### src/rtl/seq_mult_acc.sv
// Sequential shift-add multiplier-accumulator: one multiplier bit per clock,
// W-bit operands, 2W-bit result register with optional accumulate and signed modes.
module seq_mult_acc #(
    parameter int unsigned W = 4
) (
    input  logic           clk,
    input  logic           rst_n,
    input  logic           start,
    input  logic [W-1:0]   a,
    input  logic [W-1:0]   b,
    input  logic           signed_mode,
    input  logic           acc,
    output logic [2*W-1:0] p,
    output logic           ready,
    output logic           busy,
    output logic           done
);

    localparam int unsigned CntW = (W > 1) ? $clog2(W) : 1;

    typedef enum logic [1:0] {StIdle, StRun, StDone} state_e;

    state_e          state_q;
    logic [W-1:0]    mcand_q;
    logic [W-1:0]    mplier_q;
    logic [2*W-1:0]  pp_q;
    logic [2*W-1:0]  p_q;
    logic [CntW-1:0] cnt_q;
    logic            neg_q;
    logic            acc_q;

    logic [W:0]      add_term;
    logic [W:0]      upper_sum;
    logic [2*W:0]    pp_wide;
    logic [2*W-1:0]  pp_step;
    logic [2*W-1:0]  prod;
    logic [W-1:0]    a_mag;
    logic [W-1:0]    b_mag;
    logic            last_iter;
    logic            accept;

    always_comb begin
        add_term  = mplier_q[0] ? {1'b0, mcand_q} : '0;
        // Carry out of the upper half is kept and lands in the MSB after the shift.
        upper_sum = {1'b0, pp_q[2*W-1:W]} + add_term;
        pp_wide   = {upper_sum, pp_q[W-1:0]};
        pp_step   = pp_wide[2*W:1];
        prod      = neg_q ? -pp_step : pp_step;
        last_iter = (cnt_q == CntW'(W - 1));
        // -2^(W-1) negates to itself, which reads correctly as an unsigned magnitude.
        a_mag     = (signed_mode && a[W-1]) ? -a : a;
        b_mag     = (signed_mode && b[W-1]) ? -b : b;
        accept    = start && (state_q != StRun);
    end

    always_ff @(posedge clk or negedge rst_n) begin
        if (!rst_n) begin
            state_q  <= StIdle;
            mcand_q  <= '0;
            mplier_q <= '0;
            pp_q     <= '0;
            p_q      <= '0;
            cnt_q    <= '0;
            neg_q    <= 1'b0;
            acc_q    <= 1'b0;
        end else begin
            case (state_q)
                StIdle, StDone: begin
                    if (accept) begin
                        mcand_q  <= a_mag;
                        mplier_q <= b_mag;
                        pp_q     <= '0;
                        cnt_q    <= '0;
                        neg_q    <= signed_mode & (a[W-1] ^ b[W-1]);
                        acc_q    <= acc;
                        state_q  <= StRun;
                    end else begin
                        state_q  <= StIdle;
                    end
                end
                StRun: begin
                    pp_q     <= pp_step;
                    mplier_q <= mplier_q >> 1;
                    cnt_q    <= cnt_q + 1'b1;
                    if (last_iter) begin
                        p_q     <= acc_q ? (p_q + prod) : prod;
                        cnt_q   <= '0;
                        state_q <= StDone;
                    end
                end
                default: state_q <= StIdle;
            endcase
        end
    end

    assign p     = p_q;
    assign ready = (state_q != StRun);
    assign busy  = (state_q == StRun);
    assign done  = (state_q == StDone);

endmodule

### config.mk
export PLATFORM = sky130hd
export DESIGN_NAME = seq_mult_acc
export DESIGN_NICKNAME = d
export VERILOG_FILES = /design/src/rtl/seq_mult_acc.sv
export SDC_FILE = /design/constraint.sdc
export NUM_CORES = 1
export LEC_CHECK = 0
export BUFFER_PORTS_ARGS = -buffer_cell sky130_fd_sc_hd__buf_2
export CAP_MARGIN = 0
export CORE_AREA = 2 2 64 66
export DETAILED_ROUTE_END_ITERATION = 12
export DIE_AREA = 0 0 66 68
export PLACE_DENSITY = 0.69
export RECOVER_POWER = 25
export SLEW_MARGIN = 15
export SYNTH_ARGS = -nofsm -noshare
export SYNTH_HDL_FRONTEND = slang
export SYNTH_SLANG_ARGS = --single-unit
### constraint.sdc
create_clock -name clk -period 10.1 [get_ports clk]
set_clock_uncertainty 0.2 [all_clocks]
set_input_delay 0.505 -clock clk [delete_from_list [all_inputs] [get_ports clk]]
set_output_delay 0.505 -clock clk [all_outputs]
set_load 0.005 [all_outputs]
=== After elaboration in Yosys (flattened, before gate mapping) ===
Index checks and enable logic that the tools add are counted.

* Register bits: 30
* Bits in latches: 0
* Bits in writable memories: 0
* ROM bits: 0
* Bits of input ports: 13
* Memories kept: 0

* Add/sub/neg operators: 6
* Multipliers: 0
* Divide/modulo/power cells: 0
* Order comparisons: 0
* Equal/unequal tests: 6
* Shifts and indexed selects: 0
* Muxes and demuxes: 15
* Bitwise operators: 2
* Reductions and logical operators: 9

{| class="wikitable"
|+ Operators with widths
! kind !! count
|-
| 2-to-1 mux 8 bit || 3
|-
| 2-to-1 mux 4 bit || 4
|-
| one-hot mux 8 bit (2 select lines) || 1
|-
| adder 8 bit || 1
|-
| negator 4 bit || 2
|-
| negator 8 bit || 1
|-
| one-hot mux 2 bit (2 select lines) || 2
|-
| one-hot mux 4 bit (2 select lines) || 1
|-
| 2-to-1 mux 2 bit || 3
|-
| AND reduction 2 bit || 3
|-
| adder 4 x 4 -> 5 bit || 1
|-
| equality test 2 bit (second input constant) || 2
|-
| != test 2 x 1 -> 1 bit (second input constant) || 2
|-
| logical AND 1 bit || 3
|-
| adder 2 x 1 -> 2 bit (second input constant) || 1
|-
| equality test 2 x 1 -> 1 bit (second input constant) || 1
|-
| zero test 2 bit || 1
|-
| != test 2 bit (second input constant) || 1
|-
| nonzero test 2 bit || 1
|-
| OR reduction 2 bit || 1
|-
| bitwise AND 1 bit || 1
|-
| 2-to-1 mux 1 bit || 1
|-
| bitwise XOR 1 bit || 1
|}

=== Longest topological paths before layout ===
Gate-level depths: netlist (run 1).

* Word-level depth: 6
* Depth in mapped cells: 13
* Depth with buffers taken out: 13

=== Worst setup path after synthesis (run 1) ===
OpenSTA, ideal clock, no wires.

* Path type: flip-flop to flip-flop
* Start: reg mplier_q[0]
* End: reg p_q[7] (netlist: p[7])
* Setup time: 142 ps
* Arrival time: 3277 ps
* Slack: 6481 ps
* Stages on the path, launching flop included: 14
* Buffers on the path: 0
* Clock period less this slack: 3619 ps
* Path through: dfrtp_1 > and2_1 > ha_1 > fa_1 > or3_4 > o31ai_1 > xnor2_1 > ha_1 > nand4_1 > a21oi_1 > and3b_1 > mux2_2 > a221oi_2 > a31oi_1

* Cells in the longest elaborated chain, start to end: 6

{| class="wikitable"
|+ Ends and longest elaborated chain
! element !! line !! RTL
|-
| start: declaration || 25 || <nowiki>logic [W-1:0] mplier_q;</nowiki>
|-
| start signal: assignment || 71 || <nowiki>mplier_q <= b_mag;</nowiki>
|-
| start signal: assignment || 83 || <nowiki>mplier_q <= mplier_q >> 1;</nowiki>
|-
| 2-to-1 mux 4 bit (*) || 43 || <nowiki>add_term = mplier_q[0] ? {1'b0, mcand_q} : '0;</nowiki>
|-
| adder 4 x 4 -> 5 bit (*) || 45 || <nowiki>upper_sum = {1'b0, pp_q[2*W-1:W]} + add_term;</nowiki>
|-
| negator 8 bit || 48 || <nowiki>prod = neg_q ? -pp_step : pp_step;</nowiki>
|-
| 2-to-1 mux 8 bit (*) || 48 ||
|-
| adder 8 bit || 86 || <nowiki>p_q <= acc_q ? (p_q + prod) : prod;</nowiki>
|-
| 2-to-1 mux 8 bit (*) || 86 ||
|-
| end signal: assignment || 86 ||
|-
| end: declaration || 27 || <nowiki>logic [2*W-1:0] p_q;</nowiki>
|}

Every way passes the cells marked *; elsewhere a longest branch is shown, timed or not.
A chain may end at the register's enable or synchronous reset.

=== Worst setup path in the final report (run 1) ===
Ends and elaborated chain as after synthesis.

==> metrics.md, run 1 <==
| Metric | Value |
|---|---|
| Pin count of the biggest net entering global routing | 30 |
| Area share of the leading cell type in the synthesized netlist | 39.0% |
| Fin crit share | 38.0% |
| Die area | 4490 µm² |
| YS warnings | 0 |
| Top fanout value on the critical path | 5 |
| DR pass1 iterations | 4 |
| Sequential share of the synthesized area | 39.0% |
| Setup TNS | 0 ns |
| Leak | 1.05 nW |
| Grt peak-use layer | met2 |
| Die Width | 66 µm |
| Global-route wire length before repair | 6280 µm |
| Crit path kind | reg2reg |
| Tot Pwr | 0.737 mW |
| Yosys cell types | 34 |
| Post-synthesis register bit count | 29 |
| Grt met1 use | 26.4% |
| Iter 0 DRT Violations | 51 |
| Outcome | finished with violations |
| Worst-Skew Late Latency | 0.29 ns |
| Cell count after synthesis | 195 |
| Final setup viols | 0 |
| Vias | 1419 |
| Synthesized area | 1860 µm² |
| CP Launch Type | register |
| Critical path endpoint category | register |
| Util after Layout | 54.4% |
| Post-CTS Resized | 0 |
| Initial antenna violation count | 0 |
| MaxCap Viol Count | 1 |
| WP data required | 10.04 ns |
| Worst path arrival time | 3.78 ns |
| Critical path cell sequence | and2_1, ha_1, fa_1, or3_4, o31ai_1, xnor2_1, ha_1, nand4_1, a21oi_1, and3b_1, mux2_2, a221oi_2, a31oi_1 |
| Core ar. | 3860 µm² |
| Most used cell, CP | ha_1 |
| Die height | 68 µm |
| DRC viols | 0 |
| Worst-Margin Slew | 1.51 ns |
| Failing checks | max-capacitance violations, max-slew violations |
| Clock-pin slew on the worst setup and hold paths | 0.07 ns |
| Final Instance Count excl. Fillers | 269 |
| Layout cell share with drive strength beyond 1 | 16.4% |
| VDD IR-drop max | 191 µV |
| Max-slew violation count | 30 |
| Syn Area/Cell | 9.53 µm² |
| Antenna Cells | 0 |
| Hold Path Class | in2reg |
| RSZ-0062 raised after global routing | false |
| CP max-delay cell | fa_1 |
| Grt ovf | 0 |
| Cells after DPL | 262 |
| GRT Util Overall | 18.9% |
| WL final | 3580 µm |
| Longest Clk Path Bufs | 2 |
| R2R setup slack | 6.26 ns |
| Final Hold Fails | 0 |
| Detailed Place HPWL | 2660 µm |
| Vias in the first global route | 1323 |
| P&R area growth vs syn | 12.9% |
| I/O Pins | 24 |
| H-tree levels | 2 |
| Initial core utilization | 48.2% |
| Hold-fix buffers at CTS | 0 |
| Post-CTS Setup Inserts | 0 |
| Synth area leaders | dfrtp_1, ha_1, nand2_1 |
| Peak Freq | 0.260 GHz |
| Port Buffers | 23 |
| Root Driver | clkbuf_8 |
| Post-synthesis net count | 225 |
| Most frequent cells in the layout | dfrtp_1, nand2_1, buf_2 |
| Vias/cell | 5.28 |
| M3 GR Usage | 4.93% |
| Sink Count | 29 |
| Crit path largest cell delay | 0.49 ns |
| Nets | 249 |
| Met2 Usage GRT | 27.8% |
| CTS Buf Count | 5 |
| CTS tree | yes |
| Num rows | 23 |
| Wirelength per Cell | 13.3 µm |
| Rel. slew slack | -0.970% |
| Hold_ws | 0.218 ns |
| Post-layout min period | 3.84 ns |
| Post-synth top area cell | dfrtp_1 |
| Final Wtd Congestion | 0.870 |
| Total power divided by cell area | 351 nW/µm² |
| Remaining antenna violation count | 0 |
| Most common cell after layout, fill and taps aside | dfrtp_1 |
## worst paths after layout
check | from | end | cells after the start
max | mplier_q[0] | p[7] | 13
min | acc | acc_q | 3
max reg2reg | mplier_q[0] | p[7] | 13
min reg2reg | mcand_q[3] | mcand_q[3] | 2
max in group asynchronous | rst_n | p[2] | 1
min in group asynchronous | rst_n | p[4] | 1
## final cells by class
cell class                      instances  area, µm²
Clock buffer                            7       86.3
Fill cell                             368       1760
Inverter                                9       33.8
Multi-Input combinational cell        151       1080
Sequential cell                        29        726
Tap cell                               50       62.6
Timing Repair Buffer                   23        114
## layer usage
metal	vias to the layer above	wire, µm
met1	654	1800
li1	733	-
met2	25	1590
met4	0	71
met5	-	0
met3	7	118
## worst max-delay path, delay by kind of cell, from the launching register on
family / cells / cell delay, ns
xor gates and xnor gates: 1 / 0.19
and+or+nand+nor: 4 / 0.94
muxes: 1 / 0.35
AOI/OAI and AO/OA: 4 / 0.60
DFF: 1 / 0.40
adders and majority gates: 3 / 1.02
## synthesized netlist by cell type
| master | instances |
|---|---|
| mux2i_1 | 5 |
| o41ai_2 | 1 |
| o21ba_2 | 1 |
| inv_1 | 9 |
| fa_1 | 2 |
| nor2_1 | 11 |
| and2_1 | 5 |
| or3_4 | 1 |
| and3b_1 | 1 |
| xor2_2 | 1 |
| nor2b_1 | 3 |
| nand3_1 | 5 |
| a221oi_2 | 1 |
| o21ai_1 | 1 |
| xor2_1 | 3 |
| a221o_1 | 1 |
| a32o_1 | 1 |
| xnor2_1 | 10 |
| xnor2_2 | 1 |
| a21o_1 | 3 |
| a31oi_1 | 2 |
| nand2_1 | 28 |
| nand4_1 | 1 |
| nand2b_1 | 2 |
| mux2_2 | 1 |
| a21oi_1 | 8 |
| clkbuf_1 | 6 |
| a211oi_2 | 1 |
| o21ai_0 | 20 |
| ha_1 | 15 |
| a22o_1 | 6 |
| a22oi_1 | 2 |
| dfrtp_1 | 29 |
| o31ai_1 | 8 |
## metrics by stage
step | instance area, µm² | worst slack, ns
2_1_floorplan | 1860 | 6.48
3_3_place_gp | 2010 | 6.36
3_5_place_dp | 2010 | 6.29
4_1_cts | 2100 | 6.27
5_1_grt | 2100 | 6.02
6_report | 2100 | 6.26
## state kept, by name (all words and copies together), names as in the netlist
name	count
mcand_q	4
mplier_q	4
acc_q	1
p	8
cnt_q	2
pp_q	7
neg_q	1
state_q	2
## power breakdown
part	internal, mW	leakage (nW)	switching, mW
sequential	0.165	0.368	0.0527
combinational	0.193	0.633	0.228
clock	0.0540	0.0443	0.0441
total	0.412	1.05	0.325
## cells by family (layout without fill, tap and decap cells)
kind of cell | after synthesis | after routing | share of synthesized area [%]
buffers and inverters | 15 | 39 | 3.03
adder cells (fa/ha/maj) | 17 | 17 | 12.2
AO/OA/AOI/OAI | 56 | 56 | 20.5
AND/OR/NAND/NOR | 57 | 57 | 14.0
multiplexers | 6 | 6 | 3.30
XOR/XNOR | 15 | 15 | 7.87
flip-flops | 29 | 29 | 39.0
Note: power is estimated with default switching activity, not from simulation.
==> run 2: changes to the inputs <==
==> constraint.sdc (replaced) <==
create_clock -name clk -period 4 [get_ports clk]
set_clock_uncertainty 0.2 [all_clocks]
set_input_delay 0.2 -clock clk [delete_from_list [all_inputs] [get_ports clk]]
set_output_delay 0.2 -clock clk [all_outputs]
set_load 0.005 [all_outputs]
==> run 2 against run 1 <==
Net effect:
- the flow still finishes with violations (max-capacitance violations, max-slew violations)
- sequential share of layout area fell by 1.0 points
- non-clock buffer count rose by 5
- register-to-register slack got worse by 6.1 ns
- utilization rose by 1.7 points
- sequential power rose to 2.5 times the previous value
- combinational power rose to 2.7 times the previous value
- count of clock-buffer cells in the layout did not move
- hold slack got worse by 0.21 ns
- flip-flop and latch count did not move
- via count rose by 3.3%
- die area did not move
==> metrics.md, run 2 (synthesized netlist as in run 1, its figures left out) <==
| Metric | Value |
|---|---|
| Outcome | finished with violations |
| Failing checks | max-capacitance violations, max-slew violations |
| Hold Path Class | in2reg |
| Remaining antenna violation count | 0 |
| Die height | 68 µm |
| Rel. slew slack | -1.75% |
| MaxCap Viol Count | 1 |
| Worst-Skew Late Latency | 0.29 ns |
| Met2 Usage GRT | 29.4% |
| Critical path endpoint category | register |
| Longest Clk Path Bufs | 2 |
| Critical path cell sequence | and2_1, ha_1, fa_1, or3_4, o31ai_4, xnor2_1, ha_1, nand4_1, a21oi_1, and3b_2, mux2_2, a221oi_2, a31oi_1 |
| Die Width | 66 µm |
| Grt met1 use | 26.2% |
| Num rows | 23 |
| Fin crit share | 95.1% |
| Final Wtd Congestion | 0.870 |
| CP max-delay cell | fa_1 |
| Grt ovf | 0 |
| Initial core utilization | 48.2% |
| GRT Util Overall | 19.2% |
| DP Area | 2010 µm² |
| Vias/cell | 5.35 |
| Vias in the first global route | 1379 |
| Clock-pin slew on the worst setup and hold paths | 0.07 ns |
| Final setup viols | 0 |
| Total power divided by cell area | 891 nW/µm² |
| CP Launch Type | register |
| Final Instance Count excl. Fillers | 274 |
| Die area | 4490 µm² |
| Detailed Place HPWL | 2660 µm |
| Util after Layout | 56.1% |
| WP buf/inv | 0 |
| Most used cell, CP | ha_1 |
| Most common cell after layout, fill and taps aside | dfrtp_1 |
| Hold_ws | 0.00830 ns |
| CTS tree | yes |
| Leak | 1.06 nW |
| Final Hold Fails | 0 |
| Post-layout min period | 3.80 ns |
| VDD IR-drop max | 460 µV |
| Cells after DPL | 262 |
| Top fanout value on the critical path | 5 |
| Layout cell share with drive strength beyond 1 | 17.9% |
| CTS Buf Count | 5 |
| Grt peak-use layer | met2 |
| DRC viols | 0 |
| Core ar. | 3860 µm² |
| Most frequent cells in the layout | dfrtp_1, nand2_1, buf_2 |
| Max FFs per register | 8 |
| Crit path largest cell delay | 0.52 ns |
| Fill count | 354 |
| Root Driver | clkbuf_8 |
| Antenna Cells | 0 |
| H-tree levels | 2 |
| Sink Count | 29 |
| Initial antenna violation count | 0 |
| P&R area growth vs syn | 16.4% |
| Peak Freq | 0.263 GHz |
| Port Buffers | 23 |
| Max-slew violation count | 30 |
| Tot Pwr | 1.93 mW |
| DR pass1 iterations | 4 |
| Worst-Margin Slew | 1.53 ns |
| WP data required | 3.95 ns |
| WL final | 3780 µm |
| Pin count of the biggest net entering global routing | 30 |
| Nets | 254 |
| Vias | 1466 |
| Wirelength per Cell | 13.8 µm |
| I/O Pins | 24 |
| M3 GR Usage | 3.95% |
| Iter 0 DRT Violations | 80 |
| Kind of cell adding the most delay to the critical path | adder cells |
| Worst path arrival time | 3.75 ns |
| Crit path kind | reg2reg |
| Final instance area | 2160 µm² |
| Global-route wire length before repair | 6430 µm |
## run 2: path summary, 6_finish.rpt
path,start,endpoint,slack (ns),cells after the start
setup / recovery,mcand_q[0],p[7],0.20,13
hold / removal,b[3],mplier_q[3],0.008,2
setup reg to reg,mcand_q[0],p[7],0.20,13
hold reg to reg,mcand_q[3],mcand_q[3],0.28,2
max in group asynchronous,rst_n,p[2],2.08,2
min in group asynchronous,rst_n,p[4],0.61,2
## run 2: metrics by stage
| step | TNS (ns) | setup WS (ns) |
|---|---|---|
| global placement | 0 | 0.259 |
| CTS | 0 | 0.162 |
| detailed placement | 0 | 0.194 |
| global route | -0.00539 | -0.00539 |
| floorplan | 0 | 0.381 |
| finish | 0 | 0.196 |
## run 2: what timing repair did
action                                  4_1_cts  5_1_grt
endpoints found under the setup margin        0        1
hold buffers                                  3        0
resized for setup                             0        4
endpoints found under the hold margin        31        0
setup buffers                                 0        2
## run 2: layer usage
metal,vias up,part of all wire (%)
met4,0,1.6
met3,5,4.1
met2,35,47
met1,680,47
met5,-,0
li1,746,-
## run 2: layout make-up
cell class | count | area (µm²) | area share, %
multi-input cells | 151 | 1100 | 50.7
flip-flops and latches | 29 | 726 | 33.5
repair buffers | 28 | 158 | 7.29
clock buffers | 7 | 86.3 | 3.99
well taps | 50 | 62.6 | 2.89
inverters | 9 | 33.8 | 1.56
## run 2: report_power, final
group          switching [mW]  internal [mW]  total, mW
logic                   0.603          0.522       1.13
registers               0.138          0.417      0.555
clock network           0.112          0.136      0.248
==> run 3: changes to the inputs <==
--- a/config.mk
+++ b/config.mk
@@ -10,6 +10,7 @@
 export CORE_AREA = 2 2 64 66
 export DETAILED_ROUTE_END_ITERATION = 12
 export DIE_AREA = 0 0 66 68
+export HOLD_SLACK_MARGIN = 0.08
 export PLACE_DENSITY = 0.69
 export RECOVER_POWER = 25
 export SLEW_MARGIN = 15
==> run 3 against run 2 <==
Net effect:
- the flow still finishes with violations (max-capacitance violations, max-slew violations)
- flip-flop and latch count unchanged
- global-route usage up 0.71 points
- count of clock-buffer cells in the layout unchanged
- die area did not move
- sequential power about the same
- routed wire length rose by 5.5%
- non-clock buffer count increased by 8
- via count up 1.1%
==> metrics.md, run 3 (synthesized netlist as in run 1, its figures left out) <==
| Metric | Value |
|---|---|
| Worst-Skew Late Latency | 0.28 ns |
| Iter 0 DRT Violations | 65 |
| DR pass1 iterations | 4 |
| Wirelength per Cell | 14.1 µm |
| WP data required | 3.95 ns |
| Outcome | finished with violations |
| Final Wtd Congestion | 0.870 |
| Setup TNS | 0 ns |
| Setup ws final | 0.196 ns |
| Final setup viols | 0 |
| Layout cell share with drive strength beyond 1 | 17.2% |
| Sink Count | 29 |
| Detailed Place HPWL | 2660 µm |
| Num rows | 23 |
| Most common cell after layout, fill and taps aside | dfrtp_1 |
| Peak Freq | 0.263 GHz |
| Grt ovf | 0 |
| Max FFs per register | 8 |
| Pre-CTS setup slack | 0.194 ns |
| GRT Util Overall | 19.9% |
| Crit path largest cell delay | 0.52 ns |
| Worst-Margin Slew | 1.54 ns |
| Hold Path Class | in2reg |
| Vias | 1482 |
| Global-route wire length before repair | 6640 µm |
| Critical path endpoint category | register |
| Post-layout min period | 3.80 ns |
| Util after Layout | 58.2% |
| Port Buffers | 23 |
| CTS Buf Count | 5 |
| Die height | 68 µm |
| Pin count of the biggest net entering global routing | 30 |
| VDD IR-drop max | 458 µV |
| Core ar. | 3860 µm² |
| Total power divided by cell area | 863 nW/µm² |
| Crit path kind | reg2reg |
| Tot Pwr | 1.94 mW |
| Leak | 1.09 nW |
| Clock-pin slew on the worst setup and hold paths | 0.07 ns |
| Antenna Cells | 0 |
| Worst path arrival time | 3.75 ns |
| Critical path cell sequence | and2_1, ha_1, fa_1, or3_4, o31ai_4, xnor2_1, ha_1, nand4_1, a21oi_1, and3b_2, mux2_2, a221oi_2, a31oi_1 |
| CP Launch Type | register |
| Longest Clk Path Bufs | 2 |
| Nets | 262 |
| R2R setup slack | 0.20 ns |
| Kind of cell adding the most delay to the critical path | adder cells |
| Die area | 4490 µm² |
| Die Width | 66 µm |
| Initial antenna violation count | 0 |
| Initial core utilization | 48.2% |
| Final Hold Fails | 0 |
| Most used cell, CP | ha_1 |
| MaxCap Viol Count | 1 |
| H-tree levels | 2 |
| Remaining antenna violation count | 0 |
| WL final | 3980 µm |
| Fin crit share | 95.1% |
| Rel. slew slack | -2.40% |
| P&R area growth vs syn | 20.7% |
| CP max-delay cell | fa_1 |
| Vias in the first global route | 1426 |
| Top fanout value on the critical path | 5 |
| Root Driver | clkbuf_8 |
| WP buf/inv | 0 |
| Most frequent cells in the layout | dfrtp_1, nand2_1, buf_2 |
| Failing checks | max-capacitance violations, max-slew violations |
| I/O Pins | 24 |
| Max-slew violation count | 30 |
| Vias/cell | 5.26 |
| CTS tree | yes |
| DRC viols | 0 |
run 3: final cells by class:
cell class	instances	area, µm²
clock buffer	7	86.3
fill	345	1610
inverter	9	33.8
multi-input combinational	151	1100
sequential	29	726
tap	50	62.6
timing repair buffer	36	238
run 3: through the flow:
step / cells / hold WS [ns] / area, µm²
6_report: 282 / 0.104 / 2240
3_3_place_gp: 262 / 0.0644 / 2010
4_1_cts: 280 / 0.103 / 2210
2_1_floorplan: 195 / -0.296 / 1860
5_1_grt: 282 / 0.144 / 2240
3_5_place_dp: 262 / 0.0710 / 2010
run 3: what timing repair did:
item | 4_1_cts | 5_1_grt
endpoints found under the hold margin | 38 | 0
gates resized for setup | 0 | 4
setup buffers | 0 | 2
hold buffers | 11 | 0
endpoints found under the setup margin | 0 | 1
run 3: worst paths after layout:
check,startpoint,cells past startpoint,to
setup / recovery,mcand_q[0],13,p[7]
hold / removal,b[0],4,mplier_q[0]
setup reg to reg,mcand_q[0],13,p[7]
hold reg to reg,mcand_q[3],2,mcand_q[3]
max in group asynchronous,rst_n,2,p[2]
min in group asynchronous,rst_n,2,p[4]
run 3: where the power goes:
| part | leakage, nW | internal, mW | switching (mW) |
|---|---|---|---|
| Sequential | 0.368 | 0.417 | 0.139 |
| Clock | 0.0443 | 0.136 | 0.111 |
| Combinational | 0.683 | 0.528 | 0.605 |
run 3: tightest hold or removal path: stages:
cell     delay, ns
buf_2         0.10
inv_1         0.05
nor2_1        0.09
a221o_1       0.11
run 3: metal layers:
layer / vias to the layer above / routed length (µm) / part of all wire, % / global-route usage, %
met4: 0 / 85 / 2.1 / 10.2
met1: 684 / 1880 / 47 / 26.5
li1: 761 / - / - / -
met2: 30 / 1880 / 47 / 30.9
met3: 7 / 139 / 3.5 / 4.11
met5: - / 0 / 0 / 0
